File: src/rtl/rca_arb_pkg.sv
// rca_arb_pkg: shared constants and tag type for the two-requester adder arbiter
package rca_arb_pkg;
  localparam int ID_W = 1;
  localparam int N_REQ = 2;
  localparam int PIPE_LAT = 2;
  typedef struct packed {
    logic            valid;
    logic [ID_W-1:0] id;
  } tag_t;
endpackage

File: src/rtl/rca_w_regs.sv
// rca_w_regs: ripple-carry adder with registered operands and registered sum
module rca_w_regs #(
  parameter int width = 4
) (
  input  logic             clk,
  input  logic             rstn,
  input  logic [width-1:0] a,
  input  logic [width-1:0] b,
  output logic [width:0]   data_out
);
  logic [width-1:0] a_r, b_r;
  logic [width:0] c, sum;
  always_comb begin
    c = '0;
    sum = '0;
    for (int i = 0; i < width; i++) begin
      sum[i] = a_r[i] ^ b_r[i] ^ c[i];
      c[i+1] = (a_r[i] & b_r[i]) | (c[i] & (a_r[i] ^ b_r[i]));
    end
    sum[width] = c[width];
  end
  always_ff @(posedge clk or negedge rstn)
    if (!rstn) begin
      a_r <= '0;
      b_r <= '0;
      data_out <= '0;
    end else begin
      a_r <= a;
      b_r <= b;
      data_out <= sum;
    end
endmodule

File: src/rtl/rca_share_arb.sv
// rca_share_arb: round-robin arbiter with burst limit sharing one registered adder
// between two requesters; results come back tagged with the requester id.
module rca_share_arb
  import rca_arb_pkg::*;
#(
  parameter int WIDTH = 4,
  parameter int BURST = 2
) (
  input  logic             clk,
  input  logic             rstn,
  input  logic             en,
  input  logic [N_REQ-1:0] in_valid,
  output logic [N_REQ-1:0] in_ready,
  input  logic [WIDTH-1:0] a0,
  input  logic [WIDTH-1:0] b0,
  input  logic [WIDTH-1:0] a1,
  input  logic [WIDTH-1:0] b1,
  output logic             out_valid,
  output logic             out_id,
  output logic [WIDTH:0]   out_sum,
  output logic             idle
);
  localparam int CW = $clog2(BURST + 1);
  localparam logic [CW-1:0] BMAX = CW'(BURST);
  logic last_owner, gnt, gnt_id, keep;
  logic [CW-1:0] burst_cnt;
  logic [WIDTH-1:0] add_a, add_b;
  tag_t s1, s2;
  // burst_cnt==0 means no history yet, so the first tie goes to ~last_owner (requester 0)
  always_comb begin
    keep = (burst_cnt != '0) && (burst_cnt < BMAX);
    gnt = en & |in_valid;
    gnt_id = &in_valid ? (keep ? last_owner : ~last_owner) : in_valid[1];
    in_ready = gnt ? (gnt_id ? 2'b10 : 2'b01) : 2'b00;
    add_a = gnt ? (gnt_id ? a1 : a0) : '0;
    add_b = gnt ? (gnt_id ? b1 : b0) : '0;
  end
  always_ff @(posedge clk or negedge rstn)
    if (!rstn) begin
      last_owner <= 1'b1;
      burst_cnt <= '0;
      s1 <= '0;
      s2 <= '0;
    end else begin
      if (gnt) begin
        last_owner <= gnt_id;
        burst_cnt <= (gnt_id != last_owner) ? CW'(1) : (burst_cnt == BMAX ? burst_cnt : burst_cnt + 1'b1);
      end
      s1 <= '{valid: gnt, id: gnt_id};
      s2 <= s1;
    end
  rca_w_regs #(.width(WIDTH)) u_add (
    .clk(clk),
    .rstn(rstn),
    .a(add_a),
    .b(add_b),
    .data_out(out_sum)
  );
  assign out_valid = s2.valid;
  assign out_id = s2.id;
  assign idle = ~s1.valid & ~s2.valid;
endmodule

File: config.mk
export PLATFORM = sky130hd
export DESIGN_NAME = rca_share_arb
export DESIGN_NICKNAME = d
export VERILOG_FILES = /design/src/rtl/rca_arb_pkg.sv /design/src/rtl/rca_w_regs.sv /design/src/rtl/rca_share_arb.sv
export SDC_FILE = /design/constraint.sdc
export NUM_CORES = 1
export LEC_CHECK = 0
export BUFFER_PORTS_ARGS = -buffer_cell sky130_fd_sc_hd__buf_4
export CORE_MARGIN = 5
export CORE_UTILIZATION = 50
export DETAILED_ROUTE_END_ITERATION = 10
export GPL_TIMING_DRIVEN = 0
export PLACE_DENSITY = 0.82
export SETUP_SLACK_MARGIN = 0.4
export SLEW_MARGIN = 10
export SYNTH_ARGS = -nofsm -noshare
export SYNTH_HDL_FRONTEND = slang
export SYNTH_SLANG_ARGS = --single-unit
File: constraint.sdc
create_clock -name clk -period 2.71 [get_ports clk]
set_clock_uncertainty 0.05 [all_clocks]
set_input_delay 0.4065 -clock clk [delete_from_list [all_inputs] [get_ports clk]]
set_output_delay 0.4065 -clock clk [all_outputs]
set_load 0.005 [all_outputs]
==> impl_metrics.yaml, run 1 <==
run_status:
  outcome: "finished clean"
floorplanning:
  chipWidth_um: 51.49
  coreArea_um2: 1689
  die_y_um: 51.49
  num_rows: 15
  dieArea_um2: 2651
  start_util_pct: 50.96
  ioPinCount: 31
flow_run:
  maxCapViolCount: 0
timing:
  fmax_mhz: 458.3
  whs_ns: 0.2748
  min_period_ns: 2.182
  max_slew.worst_pin.slew_ns: 0.3251
  maxSlewViolCount: 0
  relSlewSlack_pct: 78.09
  grt_setup_unrepaired: "false"
  hold_viol: 0
  timing.final.crit_share_pct: 80.52
  final.setup.tns_ns: 0
  setup_viol: 0
route:
  drc: 0
  vias_per_cell: 5.066
  wl_per_cell_um: 12.83
  wirelength_um: 1553
  num_vias: 613
  detail-route-antenna-nets: 0
  drt_iter0_drc: 7
  drtPass1Iterations: 4
global_route:
  grt_max_degree: 21
  grt_pass1_wl_um: 2642
  grt_pass1_vias: 640
  grt_usage_pct: 13.53
  grt_overflow: 0
  antenna_found_initial: 0
clock_network:
  cts_root_buf: "clkbuf_4"
  cts.path.max_buffers: 2
  cts_setup_buffers: 0
  cts_tree: "done"
  cts.sinks: 20
  cts.reportedPaths.clkPinSlew_ns: 0.11
  cts_max_level: 1
  cts_buffers: 3
  clk_latency_ns: 0.29
finish:
  layout_common_cells: "buf_4 (30), dfrtp_1 (19), inv_1 (15)"
  stdcell_area_um2: 1165
  fin_cells: 121
  layout_commonest_cell: "buf_4"
  multi_input_area_um2: 297.8
  diodes: 0
  areaGrowthSynthToFinish_pct: 35.32
  fillCellCount: 137
  num-nets-final: 132
  ff_latch_area_um2: 501.7
  drive_gt1_share_pct: 39.42
yosys:
  synth_area_um2: 860.8
  yosys_warnings: 0
  synthesis.nets: 96
  synth-seq-area-share_pct: 58.28
  ys_ff_latch: 20
  syn_inst: 69
  syn_avg_cell_area_um2: 12.48
  synth_cell_types: 23
power:
  p_sw_uw: 234.1
  power_density_nw_per_um2: 708.7
  power_frac_clock_pct: 19.9
  vdd_drop_max_v: 0.0004492
  combPwrFrac_pct: 30.6
  p_int_uw: 591.5
  p_sw_share_pct: 28.35
  seqPwrFrac_pct: 49.5
  leakage_nw: 0.6337
  finalPower_uw: 825.6
worst_setup_path:
  cp_max_fo: 10
  start_kind: "flip-flop"
  crit_arrival_ns: 1.73
  required_ns: 2.25
  crit_path_end_kind: "output pin"
  criticalPathCategory: "reg -> out"
place:
  place_congestion: 0.6664
  place_inst: 116
  dpl-instance-area_um2: 1107
  hpwl_um: 1237
  place.port_buffers: 30
hold_path:
  hp-class: "in -> reg"
## power groups by stage
stage | registers (mW) | logic, mW | clock network, mW
2_1_floorplan | 0.409 | 0.129 | 0
3_3_place_gp | 0.408 | 0.228 | 0
3_5_place_dp | 0.413 | 0.244 | 0
4_1_cts | 0.408 | 0.246 | 0.170
5_1_grt | 0.419 | 0.289 | 0.185
6_report | 0.409 | 0.253 | 0.164
## layout make-up
type                            instances  area share (%)
Tap cell                               17           1.826
Clock buffer                            4           3.115
Multi-Input combinational cell         32           25.56
Timing Repair Buffer                   31           20.19
Buffer                                  2           1.396
Inverter                               15           4.834
Sequential cell                        20           43.07
## per-stage QoR
step | utilization (%) | setup slack (ns)
2_1_floorplan | - | 0.9745
3_3_place_gp | 65.56 | 0.8595
3_5_place_dp | 65.56 | 0.8038
4_1_cts | 68.30 | 0.4636
5_1_grt | 68.96 | 0.4041
6_report | 68.96 | 0.5279
## layer usage
metal / up-vias / wire length (um) / part of all wire [%] / GRT usage (%)
met5: - / 0 / 0 / 0
met4: 0 / 19 / 1.2 / 5.240
met3: 2 / 115 / 7.4 / 2.865
met2: 22 / 802 / 52 / 23.73
met1: 293 / 614 / 40 / 16.13
li1: 296 / - / - / -
## flip-flops by register name, indices dropped and copies added, names as in the netlist
name,count
u_add.b_r,4
burst_cnt,2
out_valid,1
u_add.data_out,5
last_owner,1
s1,2
out_id,1
u_add.a_r,4
## critical path: stages (launching register included)
cell     delay [ns]
dfrtp_1        0.42
ha_1           0.27
xor2_2         0.18
a21oi_2        0.18
and2_4         0.16
buf_6          0.12
buf_4          0.11
## worst paths after layout
kind                              startpoint           endpoint  slack [ns]  cells past startpoint
worst max-delay path            burst_cnt[0]        in_ready[1]        0.53                      6
min in group asynchronous               rstn  u_add.data_out[3]        0.47                      2
worst min register to register         s1[0]             out_id        0.31                      0
max in group asynchronous               rstn         last_owner        1.87                      2
worst max register to register  u_add.b_r[0]  u_add.data_out[3]        0.87                      8
worst min-delay path                   b1[1]       u_add.b_r[1]        0.27                      2
## cells by family after synthesis
family | synth area share (%)
and+or+nand+nor | 5.961
DFF | 58.29
buffers and inverters | 8.429
muxes | 1.308
AOI/OAI and AO/OA | 13.66
xor gates and xnor gates | 1.018
adders and majority gates | 11.34
## cell usage after synthesis
cell | instances | area share, %
dfrtp_1 | 19 | 55
inv_1 | 15 | 6.5
a22o_1 | 8 | 8.1
fa_1 | 3 | 7.0
ha_1 | 3 | 4.4
nand2_1 | 2 | 0.87
nor2_1 | 2 | 0.87
o21ai_0 | 2 | 1.2
a21o_1 | 1 | 0.87
a21oi_1 | 1 | 0.58
a31oi_1 | 1 | 0.73
and2_4 | 1 | 1.0
buf_2 | 1 | 0.58
buf_6 | 1 | 1.3
dfstp_2 | 1 | 3.1
mux2_2 | 1 | 1.3
nand3_1 | 1 | 0.58
nand3b_1 | 1 | 0.87
nand4_1 | 1 | 0.73
nand4b_1 | 1 | 1.0
o211a_1 | 1 | 1.2
o2bb2ai_1 | 1 | 1.0
xor2_1 | 1 | 1.0
## timing repair
item / 4_1_cts / 5_1_grt
hold buffers: 1 / 0
setup endpoints to repair: 0 / 1
gates resized for setup: 0 / 2
hold endpoints to repair: 19 / 0
Power figures use the tool's default switching activity.
==> run 2, diff against run 1 <==
--- a/config.mk
+++ b/config.mk
@@ -7,10 +7,10 @@
 export LEC_CHECK = 0
 export BUFFER_PORTS_ARGS = -buffer_cell sky130_fd_sc_hd__buf_4
 export CORE_MARGIN = 5
-export CORE_UTILIZATION = 50
+export CORE_UTILIZATION = 47
 export DETAILED_ROUTE_END_ITERATION = 10
 export GPL_TIMING_DRIVEN = 0
-export PLACE_DENSITY = 0.82
+export PLACE_DENSITY = 0.78
 export SETUP_SLACK_MARGIN = 0.4
 export SLEW_MARGIN = 10
 export SYNTH_ARGS = -nofsm -noshare
==> constraint.sdc (replaced) <==
create_clock -name clk -period 2.1 [get_ports clk]
set_clock_uncertainty 0.05 [all_clocks]
set_input_delay 0.315 -clock clk [delete_from_list [all_inputs] [get_ports clk]]
set_output_delay 0.315 -clock clk [all_outputs]
set_load 0.005 [all_outputs]
==> run 2 against run 1 <==
Sequential share of layout area shrank 6.7 points. Die area grew 5.1%. Setup slack lost 0.44 ns. Total power grew 68%. Clock-buffer cell count shrank 1. Critical path depth is the same. Largest power group is now combinational cells. Via count grew 12%. Sequential cell count is the same. Combinational power grew 120%. First-iteration DRC count shrank 71%. Register-to-register slack lost 0.70 ns. Hold slack lost 0.11 ns. Highest routed layer unchanged.
==> impl_metrics.yaml, run 2 (same netlist as run 1, synthesis figures left out) <==
finish:
  layout_common_cells: "buf_4 (36), dfrtp_1 (19), buf_6 (11)"
  regMostFlops: "u_add.data_out"
  layout_commonest_cell: "buf_4"
  drive_gt1_share_pct: 55.46
  multi_input_area_um2: 331.6
  ff_latch_area_um2: 501.7
  fin_cells: 144
  largest_register_ffs: 5
  top_regs: "u_add.data_out: 5 flops, u_add.a_r: 4 flops, u_add.b_r: 4 flops"
  fillCellCount: 117
  num-nets-final: 147
  areaGrowthSynthToFinish_pct: 60.03
  diodes: 0
run_status:
  outcome: "finished clean"
timing:
  whs_ns: 0.1694
  relSlewSlack_pct: 78.69
  hold_viol: 0
  final.setup.tns_ns: 0
  grt_setup_unrepaired: "true"
  fmax_mhz: 497.3
  min_period_ns: 2.011
  maxSlewViolCount: 0
  max_slew.worst_pin.slew_ns: 0.3163
  setup_viol: 0
  timing.final.crit_share_pct: 95.76
global_route:
  grt_overflow: 0
  antenna_found_initial: 0
  grt_pass1_wl_um: 3284
  grt_max_degree: 21
  grt_pass1_vias: 749
  grt_usage_pct: 17.04
floorplanning:
  die_y_um: 52.80
  ioPinCount: 31
  coreArea_um2: 1727
  num_rows: 15
  dieArea_um2: 2787
  chipWidth_um: 52.80
  start_util_pct: 49.86
route:
  num_vias: 684
  wl_per_cell_um: 15.19
  wirelength_um: 2187
  drc: 0
  vias_per_cell: 4.750
  drtPass1Iterations: 4
  drt_iter0_drc: 2
  detail-route-antenna-nets: 0
power:
  power_density_nw_per_um2: 1009
  vdd_drop_max_v: 0.0007326
  finalPower_mw: 1.390
  leakage_nw: 0.7211
clock_network:
  cts_tree: "done"
  cts.reportedPaths.clkPinSlew_ns: 0.12
  cts_max_level: 1
  cts_root_buf: "clkbuf_4"
  clk_latency_ns: 0.30
  cts_buffers: 3
  cts.path.max_buffers: 2
  cts.sinks: 20
hold_path:
  whs_endpoint: "u_add.a_r[1]"
  min_from: "a1[1]"
  hp-class: "in -> reg"
  min_path_cells: 2
worst_setup_path:
  required_ns: 1.74
  crit_path_end_kind: "output pin"
  cp_max_fo: 3
  rr_worst_depth: 11
  reg2reg_from: "burst_cnt[0]"
  start_kind: "flip-flop"
  crit_arrival_ns: 1.65
  criticalPathCategory: "reg -> out"
  reg2reg_to: "s1[0]"
  regToRegSetupSlack_ns: 0.17
place:
  place_congestion: 0.6959
  place_inst: 124
  hpwl_um: 1278
  place.port_buffers: 30
flow_run:
  maxCapViolCount: 0
run 2: cell types whose count changed in the layout (fill, tap and decap cells not counted), moves of 2 or more:
cell,change
buf_4,+6
fa_1,-3
inv_2,+5
ha_1,-2
buf_6,+10
fa_2,+3
inv_1,-5
run 2: worst max-delay path: stages, from the launching register on:
cell and delay, ns:
dfrtp_1 0.44, ha_4 0.20, xor2_4 0.19, a21oi_2 0.17, and2_4 0.17, buf_6 0.09
buf_6 0.08
run 2: area by class of cell:
cell class                      count  area share (%)
Sequential cell                    20           36.42
Timing Repair Buffer               46           27.70
Multi-Input combinational cell     32           24.07
Inverter                           15           4.087
Tap cell                           25           2.271
Clock inverter                      1           2.180
Clock buffer                        3           1.635
Buffer                              2           1.635
run 2: power by group:
group	internal, mW	switching (mW)	total [mW]
clock	0.193	0.122	0.315
combinational	0.332	0.215	0.547
sequential	0.478	0.0497	0.528
total	1.00	0.387	1.39
run 2: through the flow:
stage | area, um^2 | worst slack [ns] | utilization (%)
floorplan | 860.8 | 0.3645 | -
global placement | 1117 | 0.3029 | 64.71
detailed placement | 1117 | 0.2895 | 64.71
CTS | 1264 | 0.1292 | 73.19
global route | 1378 | 0.03044 | 79.78
finish | 1378 | 0.08909 | 79.78
run 2: timing repair:
action	CTS	global route
setup buffers	10	5
hold endpoints to repair	19	0
hold buffers	1	0
pin swaps	2	9
resized for setup	3	22
setup endpoints to repair	3	14
run 2: how the worst max path moves through the flow:
stage	start	to	slack, ns
6_report	burst_cnt[0]	in_ready[1]	0.09
4_1_cts	burst_cnt[1]	in_ready[1]	0.13
3_3_place_gp	u_add.b_r[0]	u_add.data_out[3]	0.30
3_5_place_dp	u_add.b_r[0]	u_add.data_out[3]	0.29
5_1_grt	burst_cnt[0]	in_ready[1]	0.03
2_1_floorplan	u_add.b_r[0]	u_add.data_out[3]	0.36
run 2: per-layer routing:
| layer | GRT usage [%] | share of wire [%] | up-vias |
|---|---|---|---|
| li1 | - | - | 325 |
| met1 | 16.22 | 36 | 334 |
| met2 | 31.61 | 57 | 19 |
| met3 | 1.994 | 3.5 | 6 |
| met4 | 14.47 | 3.6 | 0 |
| met5 | 0 | 0 | - |
==> run 3, diff against run 2 <==
--- a/config.mk
+++ b/config.mk
@@ -5,6 +5,7 @@
 export SDC_FILE = /design/constraint.sdc
 export NUM_CORES = 1
 export LEC_CHECK = 0
+export ABC_AREA = 1
 export BUFFER_PORTS_ARGS = -buffer_cell sky130_fd_sc_hd__buf_4
 export CORE_MARGIN = 5
 export CORE_UTILIZATION = 47
==> run 3 against run 2 <==
Maximum frequency increased by 8.5%. Total power decreased by 23%. Area after synthesis increased by 4.4%. Die area increased by 3.5%. Hold slack got worse by 0.013 ns. Non-clock buffer count decreased by 10. Core utilization decreased by 7.4 points. Register-to-register slack improved by 0.08 ns. Design area decreased by 7.3%. Clock-buffer cell count increased by 1. Largest power group is now sequential cells.
==> impl_metrics.yaml, run 3 <==
run_status:
  outcome: "finished clean"
yosys:
  synth-main-ff-cell: "dfrtp_1"
  syn_avg_cell_area_um2: 9.660
  synth_top_area_share_pct: 52.92
  synthesis.nets: 120
  yosysMostFrequentCell: "nand2_1"
  synth_common_cells: "nand2_1 (33), dfrtp_1 (19), inv_1 (15)"
  ys_ff_latch: 20
  post-synth-top-area-cell: "dfrtp_1"
  yosys_warnings: 0
  ys_top_cells_by_area: "dfrtp_1 (53%), nand2_1 (14%), fa_1 (6.7%)"
  synth_edf_count: 0
  synth_cell_types: 16
  syn_inst: 93
  synth-seq-area-share_pct: 55.85
  synthArstFlopShare_pct: 100.0
  synth_area_um2: 898.4
worst_setup_path:
  crit_cells: 8
  crit_arrival_ns: 2.00
  crit_path_max_incr_delay_ns: 0.51
  criticalPathCategory: "reg -> reg"
  crit_slowest_cell: "fa_2"
  start_kind: "flip-flop"
  cp_num_buf_inv: 4
  required_ns: 2.25
  rr_worst_depth: 8
  cp_max_fo: 1
  crit_chain: "ha_2 > inv_2 > fa_2 > inv_2 > fa_2 > inv_2 > fa_2 > inv_1"
  crit_family: "adder cells"
  crit_path_end_kind: "flip-flop"
route:
  wirelength_um: 1858
  detail-route-antenna-nets: 0
  drt_iter0_drc: 2
  drc: 0
  wl_per_cell_um: 11.61
  vias_per_cell: 4.581
  drtPass1Iterations: 4
  num_vias: 733
timing:
  fmax_mhz: 539.3
  min_period_ns: 1.854
  maxSlewViolCount: 0
  hold_viol: 0
  setup_viol: 0
  grt_setup_unrepaired: "true"
  timing.final.crit_share_pct: 88.29
  relSlewSlack_pct: 83.99
  whs_ns: 0.1566
  final.setup.tns_ns: 0
  max_slew.worst_pin.slew_ns: 0.2402
floorplanning:
  coreArea_um2: 1764
  start_util_pct: 50.92
  die_y_um: 53.72
  chipWidth_um: 53.72
  ioPinCount: 31
  num_rows: 15
  dieArea_um2: 2886
clock_network:
  cts_buffers: 3
  cts_tree: "done"
  cts.reportedPaths.clkPinSlew_ns: 0.10
  cts.sinks: 20
  cts_root_buf: "clkbuf_4"
  clk_latency_ns: 0.29
  cts_max_level: 1
  cts.path.max_buffers: 2
hold_path:
  min_path_cells: 3
  hp-class: "in -> reg"
global_route:
  grt_usage_pct: 16.91
  antenna_found_initial: 0
  grt_max_degree: 21
  grt_pass1_vias: 818
  grt_pass1_wl_um: 3450
  grt_overflow: 0
place:
  hpwl_um: 1390
  place.port_buffers: 30
  place_inst: 148
  place_congestion: 0.7306
  dpl-instance-area_um2: 1155
finish:
  stdcell_area_um2: 1277
  diodes: 0
  drive_gt1_share_pct: 47.41
  regMostFlops: "u_add.data_out"
  areaGrowthSynthToFinish_pct: 42.20
  layout_commonest_cell: "buf_4"
  num-nets-final: 163
  layout_common_cells: "buf_4 (36), nand2_1 (32), dfrtp_1 (19)"
  top_regs: "u_add.data_out: 5 flops, u_add.a_r: 4 flops, u_add.b_r: 4 flops"
  largest_register_ffs: 5
  fin_cells: 160
power:
  power_frac_clock_pct: 19.8
  vdd_drop_max_v: 0.0005040
  leakage_nw: 0.7159
  p_sw_share_pct: 30.21
  seqPwrFrac_pct: 46.3
  power_density_nw_per_um2: 836.7
  p_sw_uw: 322.9
  p_int_uw: 746.0
  combPwrFrac_pct: 33.9
flow_run:
  maxCapViolCount: 0
## run 3: cell types whose count changed in the layout (fill, tap and decap cells not counted), sizes merged, moves of 5 or more
cell	before	now
nand2	2	37
buf	47	37
a22o	8	0
inv	15	20
nand3	1	6
## run 3: final timing paths
| kind | startpoint | to | slack [ns] |
|---|---|---|---|
| min in group asynchronous | rstn | out_valid | 0.37 |
| max reg2reg | u_add.a_r[0] | u_add.data_out[3] | 0.25 |
| min | b1[0] | u_add.b_r[0] | 0.16 |
| min reg2reg | s1[0] | out_id | 0.31 |
| max in group asynchronous | rstn | last_owner | 1.37 |
| max | u_add.a_r[0] | u_add.data_out[3] | 0.25 |
## run 3: what timing repair did
action | in CTS | in global routing
setup buffers | 6 | 1
endpoints found under the setup margin | 4 | 4
hold buffers | 1 | 0
endpoints found under the hold margin | 19 | 0
pin swaps | 0 | 1
gates resized for setup | 7 | 6
## run 3: metrics by stage
stage          worst slack (ns)  utilization (%)  power, mW
2_1_floorplan            0.3645                -     0.6674
3_3_place_gp             0.3063            65.46     0.7823
3_5_place_dp             0.2772            65.46     0.8024
4_1_cts                  0.2344            71.42      1.071
5_1_grt                  0.1401            72.41      1.162
6_report                 0.2459            72.41      1.069
## run 3: worst reg2reg max path, stage by stage, from the launching register on
cell and delay [ns]:
dfrtp_1 0.35, ha_2 0.17, inv_2 0.04, fa_2 0.33
inv_2 0.06, fa_2 0.18, inv_2 0.04, fa_2 0.51
inv_1 0.04
## run 3: area by class of cell
type / instances / area [um^2]
Sequential cell: 20 / 501.7
Inverter: 20 / 77.57
Fill cell: 154 / 486.7
Multi-Input combinational cell: 53 / 339.1
Tap cell: 25 / 31.28
Timing Repair Buffer: 38 / 291.5
Clock buffer: 4 / 36.28
## run 3: cells by family after synthesis
kind of cell    after synthesis  share of synthesized area (%)
compound gates                2                          1.114
fa+ha+maj                     6                          10.86
buf+inv                      20                          8.635
flops                        20                          55.85
simple gates                 45                          23.54
## run 3: per-layer routing
| layer | global-route usage [%] | up-vias | routed length, um |
|---|---|---|---|
| met5 | 0 | - | 0 |
| met4 | 10.64 | 0 | 61 |
| met3 | 4.155 | 6 | 114 |
| met2 | 29.44 | 30 | 1001 |
| met1 | 18.12 | 341 | 680 |
| li1 | - | 356 | - |
## run 3: power by group through the flow
stage / combinational [mW] / clock (mW) / sequential (mW)
floorplan: 0.167 / 0 / 0.500
global placement: 0.281 / 0 / 0.502
detailed placement: 0.299 / 0 / 0.504
CTS: 0.354 / 0.223 / 0.494
global route: 0.416 / 0.244 / 0.502
finish: 0.362 / 0.212 / 0.495
